## config.mk

```make
export PLATFORM = sky130hd
export DESIGN_NAME = i2c_cmd_sequencer
export DESIGN_NICKNAME = d
export VERILOG_FILES = /design/src/rtl/i2c_cmd_sequencer.sv
export SDC_FILE = /design/constraint.sdc
export NUM_CORES = 1
export LEC_CHECK = 0
export BUFFER_PORTS_ARGS = -buffer_cell sky130_fd_sc_hd__buf_2
export CORE_UTILIZATION = 60
export DETAILED_ROUTE_END_ITERATION = 10
export PLACE_DENSITY = 0.82
export SYNTH_ARGS = -nofsm -noshare
export SYNTH_HDL_FRONTEND = slang
export SYNTH_SLANG_ARGS = --single-unit
```

## constraint.sdc

```tcl
create_clock -name clk -period 4.29 [get_ports clk]
set_input_delay 0.2145 -clock clk [delete_from_list [all_inputs] [get_ports clk]]
set_output_delay 0.2145 -clock clk [all_outputs]
set_load 0.03 [all_outputs]
```

## src/rtl/i2c_cmd_sequencer.sv

```systemverilog
// i2c_cmd_sequencer: buffers I2C commands and runs them one at a time on the I2C master driver.
// Latency: command accepted at N -> popped at N+1 -> drv_start at N+2; response the cycle after busy drops.
// Backpressure: cmd_ready = !full (no push-through on a full FIFO); RESPOND holds until rsp_ready.
// Optional per-transaction watchdog is built when I2C_SEQ_TIMEOUT_EN is defined.

// Generic synchronous FIFO: registered pointers, no bypass; caller gates push/pop with full/empty.
module i2c_seq_fifo #(
   parameter int DEPTH = 4,
   parameter int WIDTH = 8
) (
   input  logic                   clk,
   input  logic                   rst_n,
   input  logic                   push,
   input  logic [WIDTH-1:0]       push_dat,
   input  logic                   pop,
   output logic [WIDTH-1:0]       pop_dat,
   output logic                   full,
   output logic                   empty,
   output logic [$clog2(DEPTH):0] count
);
   localparam int AW = $clog2(DEPTH);
   localparam logic [AW:0] FULL_CNT = (AW+1)'(DEPTH);

   logic [WIDTH-1:0] mem [DEPTH];
   logic [AW-1:0]    wr_ptr;
   logic [AW-1:0]    rd_ptr;

   assign full    = (count == FULL_CNT);
   assign empty   = (count == '0);
   assign pop_dat = mem[rd_ptr];

   // pointers wrap naturally at DEPTH (power of two); simultaneous push/pop keeps count
   always_ff @(posedge clk or negedge rst_n) begin
      if (!rst_n) begin
         wr_ptr <= '0;
         rd_ptr <= '0;
         count  <= '0;
      end else begin
         if (push) wr_ptr <= wr_ptr + 1'b1;
         if (pop)  rd_ptr <= rd_ptr + 1'b1;
         if (push && !pop)      count <= count + 1'b1;
         else if (pop && !push) count <= count - 1'b1;
      end
   end

   // storage array, written at the tail
   always_ff @(posedge clk) begin
      if (push) mem[wr_ptr] <= push_dat;
   end
endmodule

module i2c_cmd_sequencer #(
   parameter int DEPTH          = 4,
   parameter int TIMEOUT_CYCLES = 65535
) (
   input  logic                   clk,
   input  logic                   rst_n,
   input  logic                   cmd_valid,
   output logic                   cmd_ready,
   input  logic                   cmd_rw,
   input  logic [9:0]             cmd_addr,
   input  logic [7:0]             cmd_wdata,
   output logic                   rsp_valid,
   input  logic                   rsp_ready,
   output logic                   rsp_rw,
   output logic [7:0]             rsp_rdata,
   output logic                   rsp_timeout,
   output logic                   drv_start,
   output logic                   drv_rw,
   output logic [9:0]             drv_addr,
   output logic [7:0]             drv_wdata,
   input  logic                   drv_busy,
   input  logic [7:0]             drv_rdata,
   output logic [$clog2(DEPTH):0] cmd_count,
   output logic                   idle
);
   typedef struct packed {
      logic       rw;
      logic [9:0] addr;
      logic [7:0] wdata;
   } cmd_t;

   typedef enum logic [2:0] {IDLE, ISSUE, WAIT_ACCEPT, WAIT_DONE, RESPOND} state_t;

   state_t state;
   state_t state_nxt;
   cmd_t   push_cmd;
   cmd_t   head;
   logic   fifo_full;
   logic   fifo_empty;
   logic   push;
   logic   pop;
   logic   done_ok;
   logic   tmo_hit;
   logic   tmo_fire;

   assign push_cmd  = {cmd_rw, cmd_addr, cmd_wdata};
   assign cmd_ready = !fifo_full;
   assign push      = cmd_valid && !fifo_full;

   i2c_seq_fifo #(
      .DEPTH (DEPTH),
      .WIDTH ($bits(cmd_t))
   ) u_fifo (
      .clk      (clk),
      .rst_n    (rst_n),
      .push     (push),
      .push_dat (push_cmd),
      .pop      (pop),
      .pop_dat  (head),
      .full     (fifo_full),
      .empty    (fifo_empty),
      .count    (cmd_count)
   );

`ifdef I2C_SEQ_TIMEOUT_EN
   // Expiry is taken when the count is about to reach TIMEOUT_CYCLES-1, so RESPOND
   // begins TIMEOUT_CYCLES cycles after the start pulse.
   localparam logic [15:0] TMO_ARM = 16'(TIMEOUT_CYCLES - 2);
   logic [15:0] wdog;

   assign tmo_hit = (wdog == TMO_ARM);

   // watchdog: cleared on the way into WAIT_ACCEPT, counts while waiting on the driver
   always_ff @(posedge clk or negedge rst_n) begin
      if (!rst_n)
         wdog <= '0;
      else if (state == ISSUE)
         wdog <= '0;
      else if (state == WAIT_ACCEPT || state == WAIT_DONE)
         wdog <= wdog + 1'b1;
   end

   // timeout flag travels with each response
   always_ff @(posedge clk or negedge rst_n) begin
      if (!rst_n)
         rsp_timeout <= 1'b0;
      else if (done_ok || tmo_fire)
         rsp_timeout <= tmo_fire;
   end
`else
   assign tmo_hit     = 1'b0;
   assign rsp_timeout = 1'b0;
   wire   unused_tmo  = tmo_fire | (TIMEOUT_CYCLES > 1);
`endif

   // state register
   always_ff @(posedge clk or negedge rst_n) begin
      if (!rst_n) state <= IDLE;
      else        state <= state_nxt;
   end

   // next state, pop and completion strobes
   always_comb begin
      state_nxt = state;
      pop       = 1'b0;
      done_ok   = 1'b0;
      tmo_fire  = 1'b0;
      case (state)
         IDLE: begin
            if (!fifo_empty && !drv_busy) begin
               pop       = 1'b1;
               state_nxt = ISSUE;
            end
         end
         ISSUE: state_nxt = WAIT_ACCEPT;
         WAIT_ACCEPT: begin
            if (tmo_hit) begin
               tmo_fire  = 1'b1;
               state_nxt = RESPOND;
            end else if (drv_busy) begin
               state_nxt = WAIT_DONE;
            end
         end
         WAIT_DONE: begin
            if (!drv_busy) begin
               done_ok   = 1'b1;
               state_nxt = RESPOND;
            end else if (tmo_hit) begin
               tmo_fire  = 1'b1;
               state_nxt = RESPOND;
            end
         end
         RESPOND: begin
            if (rsp_ready) state_nxt = IDLE;
         end
         default: state_nxt = IDLE;
      endcase
   end

   // driver command registers: loaded on pop, stable until the next pop
   always_ff @(posedge clk or negedge rst_n) begin
      if (!rst_n) begin
         drv_rw    <= 1'b0;
         drv_addr  <= '0;
         drv_wdata <= '0;
      end else if (pop) begin
         drv_rw    <= head.rw;
         drv_addr  <= head.addr;
         drv_wdata <= head.wdata;
      end
   end

   // response capture: read data only for a completed read, zero otherwise
   always_ff @(posedge clk or negedge rst_n) begin
      if (!rst_n) begin
         rsp_rw    <= 1'b0;
         rsp_rdata <= '0;
      end else if (done_ok || tmo_fire) begin
         rsp_rw    <= drv_rw;
         rsp_rdata <= (done_ok && drv_rw) ? drv_rdata : 8'h00;
      end
   end

   assign drv_start = (state == ISSUE);
   assign rsp_valid = (state == RESPOND);
   assign idle      = (state == IDLE) && fifo_empty && !drv_busy;
endmodule
```

==> results.yml <==
outcome:
  status: "complete, no violations"
floorplan:
  dieArea_um2: 7750
  core_area_um2: 7210
  rows: 31
  start_util_pct: 61.6
  ios: 68
  die_y_um: 88.1
  fp.dieW_um: 88.1
setup_path:
  cp_cell_sequence: "or3_1, nand2_2, ha_1, inv_1, fa_1, xor2_1, nor2_1, xor2_1"
  crit_path_end_kind: "flip-flop"
  crit_path_start_kind: "flip-flop"
  crit_start: "u_fifo.count[1]$_DFFE_PN0P_"
  path_common_cell: "xor2_1"
  timing.rr.start: "u_fifo.count[1]$_DFFE_PN0P_"
  cp_slowest_cell: "nand2_2"
  cpPeakStageDelay_ns: 0.57
  worstPathRequired_ns: 4.72
  critical_path_class: "reg2reg"
  critPathMaxFanout: 21
  arrival_ns: 3.13
yosys:
  synth_fp_nets: 267
  yosys.area.top_type: "edfxtp_1"
  synth-seq-cells: 114
  synth_seq_area_share_pct: 72.8
  netlist_area_um2: 4440
  avgSynthCellArea_um2: 19.4
  postSynthCellCount: 229
  synth_top_cell_area_share_pct: 51.4
  yosysWarnings: 0
  synth_cell_types: 31
  synth_area_leaders: "edfxtp_1, dfrtp_1, mux4_2"
sta:
  whs_ns: 0.0750
  fin_worst_skew_ns: 0.0118
  setup_viol: 0
  max_freq_mhz: 370
  fin_crit_sh_pct: 63.0
  worst_pin_slew_ns: 1.06
  hold_viol: 0
  period_needed_ns: 2.70
  rsz0062_at_grt: "false"
  relSlewSlack_pct: 29.1
  tns_ns: 0
  slew_viol_final: 0
routing:
  drc: 0
  vias: 2392
  wirelength_um: 8150
  firstDrtPassIters: 4
  ant_nets: 0
  vias_per_cell: 5.36
  wl_per_cell_um: 18.3
  dr.first_iter.drc_count: 120
place:
  place_area_um2: 4840
  dp.cells: 385
  dp_hpwl_um: 4330
  io_buffers: 66
  gp_congestion: 0.694
clock_network:
  cts_hold_buffers: 29
  clock_sinks: 114
  clk_latency_ns: 0.51
  tritoncts: "yes"
  numCtsBuffers: 17
  cts-root-buf: "clkbuf_8"
  clkTransAtPathRegs_ns: 0.05
  cts_resized: 0
  cts_buffer_depth: 2
  cts_setup_buffers: 0
  h-tree-depth: 4
global_route:
  grt.overflow.total: 0
  antenna_found_initial: 0
  grt_max_degree: 39
  grt_pass1_wl_um: 12300
  grt_pass1_vias: 2475
  groute.usage.overall_pct: 23.2
flow_run:
  maxCapViolCount: 0
finish:
  stdcell_area_um2: 5750
  diodes: 0
  final_util_pct: 79.6
  area_delta_synth_final_pct: 29.3
  final_nets: 372
  final_common_cell: "edfxtp_1"
  drive_above_1_share_pct: 39.5
  n_fill_cell: 382
  stdcell_count: 446
  final_cell_mix: "edfxtp_1, buf_2, dfrtp_1, dlygate4sd3_1, mux4_2"
power:
  p_per_area_nw_per_um2: 798
  leakage_nw: 2.34
  ir_worst_vdd_mv: 0.502
worst_hold_path:
  hold_path_class: "in2reg"
  min_from: "drv_busy"
## power breakdown
part / total (mW) / internal (mW) / leakage, nW / switching, mW
Combinational: 1.35 / 0.613 / 0.885 / 0.735
Clock: 1.46 / 0.990 / 0.294 / 0.467
Sequential: 1.78 / 1.52 / 1.16 / 0.256
Total: 4.59 / 3.13 / 2.34 / 1.46
## critical path: cells and delay by family, from the launching register on
family / cells / cell delay (ns)
fa+ha+maj: 2 / 0.69
flops: 1 / 0.43
simple gates: 3 / 1.14
buf+inv: 1 / 0.07
xor+xnor: 2 / 0.30
## kinds of logic after synthesis
kind of cell,after synthesis,synth area share [%]
flip-flops,114,72.8
AO/OA/AOI/OAI,11,1.35
adder cells (fa/ha/maj),6,1.86
AND/OR/NAND/NOR,36,4.28
multiplexers,41,16.7
XOR/XNOR,6,1.18
buffers and inverters,14,1.75
other,1,0.0844
## flip-flops by register name, summed over array words and instances (netlist names)
register	flops
u_fifo.wr_ptr	2
u_fifo.count	3
state	3
rsp_rdata	8
drv_wdata	8
rsp_rw	1
drv_rw	1
u_fifo.rd_ptr	2
u_fifo.mem	76
drv_addr	10
## synth_stat cells (all sizes together)
| master | count |
|---|---|
| edfxtp | 76 |
| dfrtp | 38 |
| mux2 | 22 |
| mux4 | 19 |
| nand2 | 19 |
| o21ai | 9 |
| buf | 7 |
| ha | 5 |
| and2 | 4 |
| inv | 4 |
| nor2 | 4 |
| xnor2 | 4 |
| clkbuf | 3 |
| nor3 | 2 |
| xor2 | 2 |
| a21boi | 1 |
| a22oi | 1 |
| and3b | 1 |
| conb | 1 |
| fa | 1 |
| nand3 | 1 |
| nand4bb | 1 |
| nor2b | 1 |
| nor3b | 1 |
| nor4 | 1 |
| or3 | 1 |
## worst paths after layout
kind                                          endpoint  slack [ns]  cells past startpoint
min in group asynchronous  u_fifo.count[2]$_DFFE_PN0P_        0.38                      2
max in group asynchronous     drv_wdata[6]$_DFFE_PN0P_        3.34                      2
setup / recovery           u_fifo.count[2]$_DFFE_PN0P_        1.59                      8
hold reg to reg               rsp_rdata[4]$_DFFE_PN0N_        0.48                      2
hold / removal                    state[0]$_DFFE_PN0P_        0.08                      3
setup reg to reg           u_fifo.count[2]$_DFFE_PN0P_        1.59                      8
## area by class of cell
type                    instances  area [um2]  share of cell area, %
flip-flops and latches        114        3230                   56.3
clock buffers                  19         422                   7.34
well taps                      99         124                   2.16
repair buffers                 96         628                   10.9
multi-input cells             101        1130                   19.7
clock inverters                13         191                   3.33
inverters                       4        15.0                  0.261
## stage by stage
step	power, mW	worst slack (ns)
final	4.59	1.59
after floorplan	2.75	1.98
after CTS	4.62	1.57
after global placement	3.07	1.67
after global routing	4.79	1.42
after detailed placement	3.11	1.61
## metal layers
| layer | routed length, um | track usage (%) | up-vias |
|---|---|---|---|
| li1 | - | - | 1085 |
| met1 | 3310 | 27.4 | 1209 |
| met3 | 474 | 8.39 | 7 |
| met2 | 4290 | 39.0 | 91 |
| met5 | 0 | 0 | - |
| met4 | 81 | 9.24 | 0 |
No activity file was read; power rests on OpenSTA's default activity.
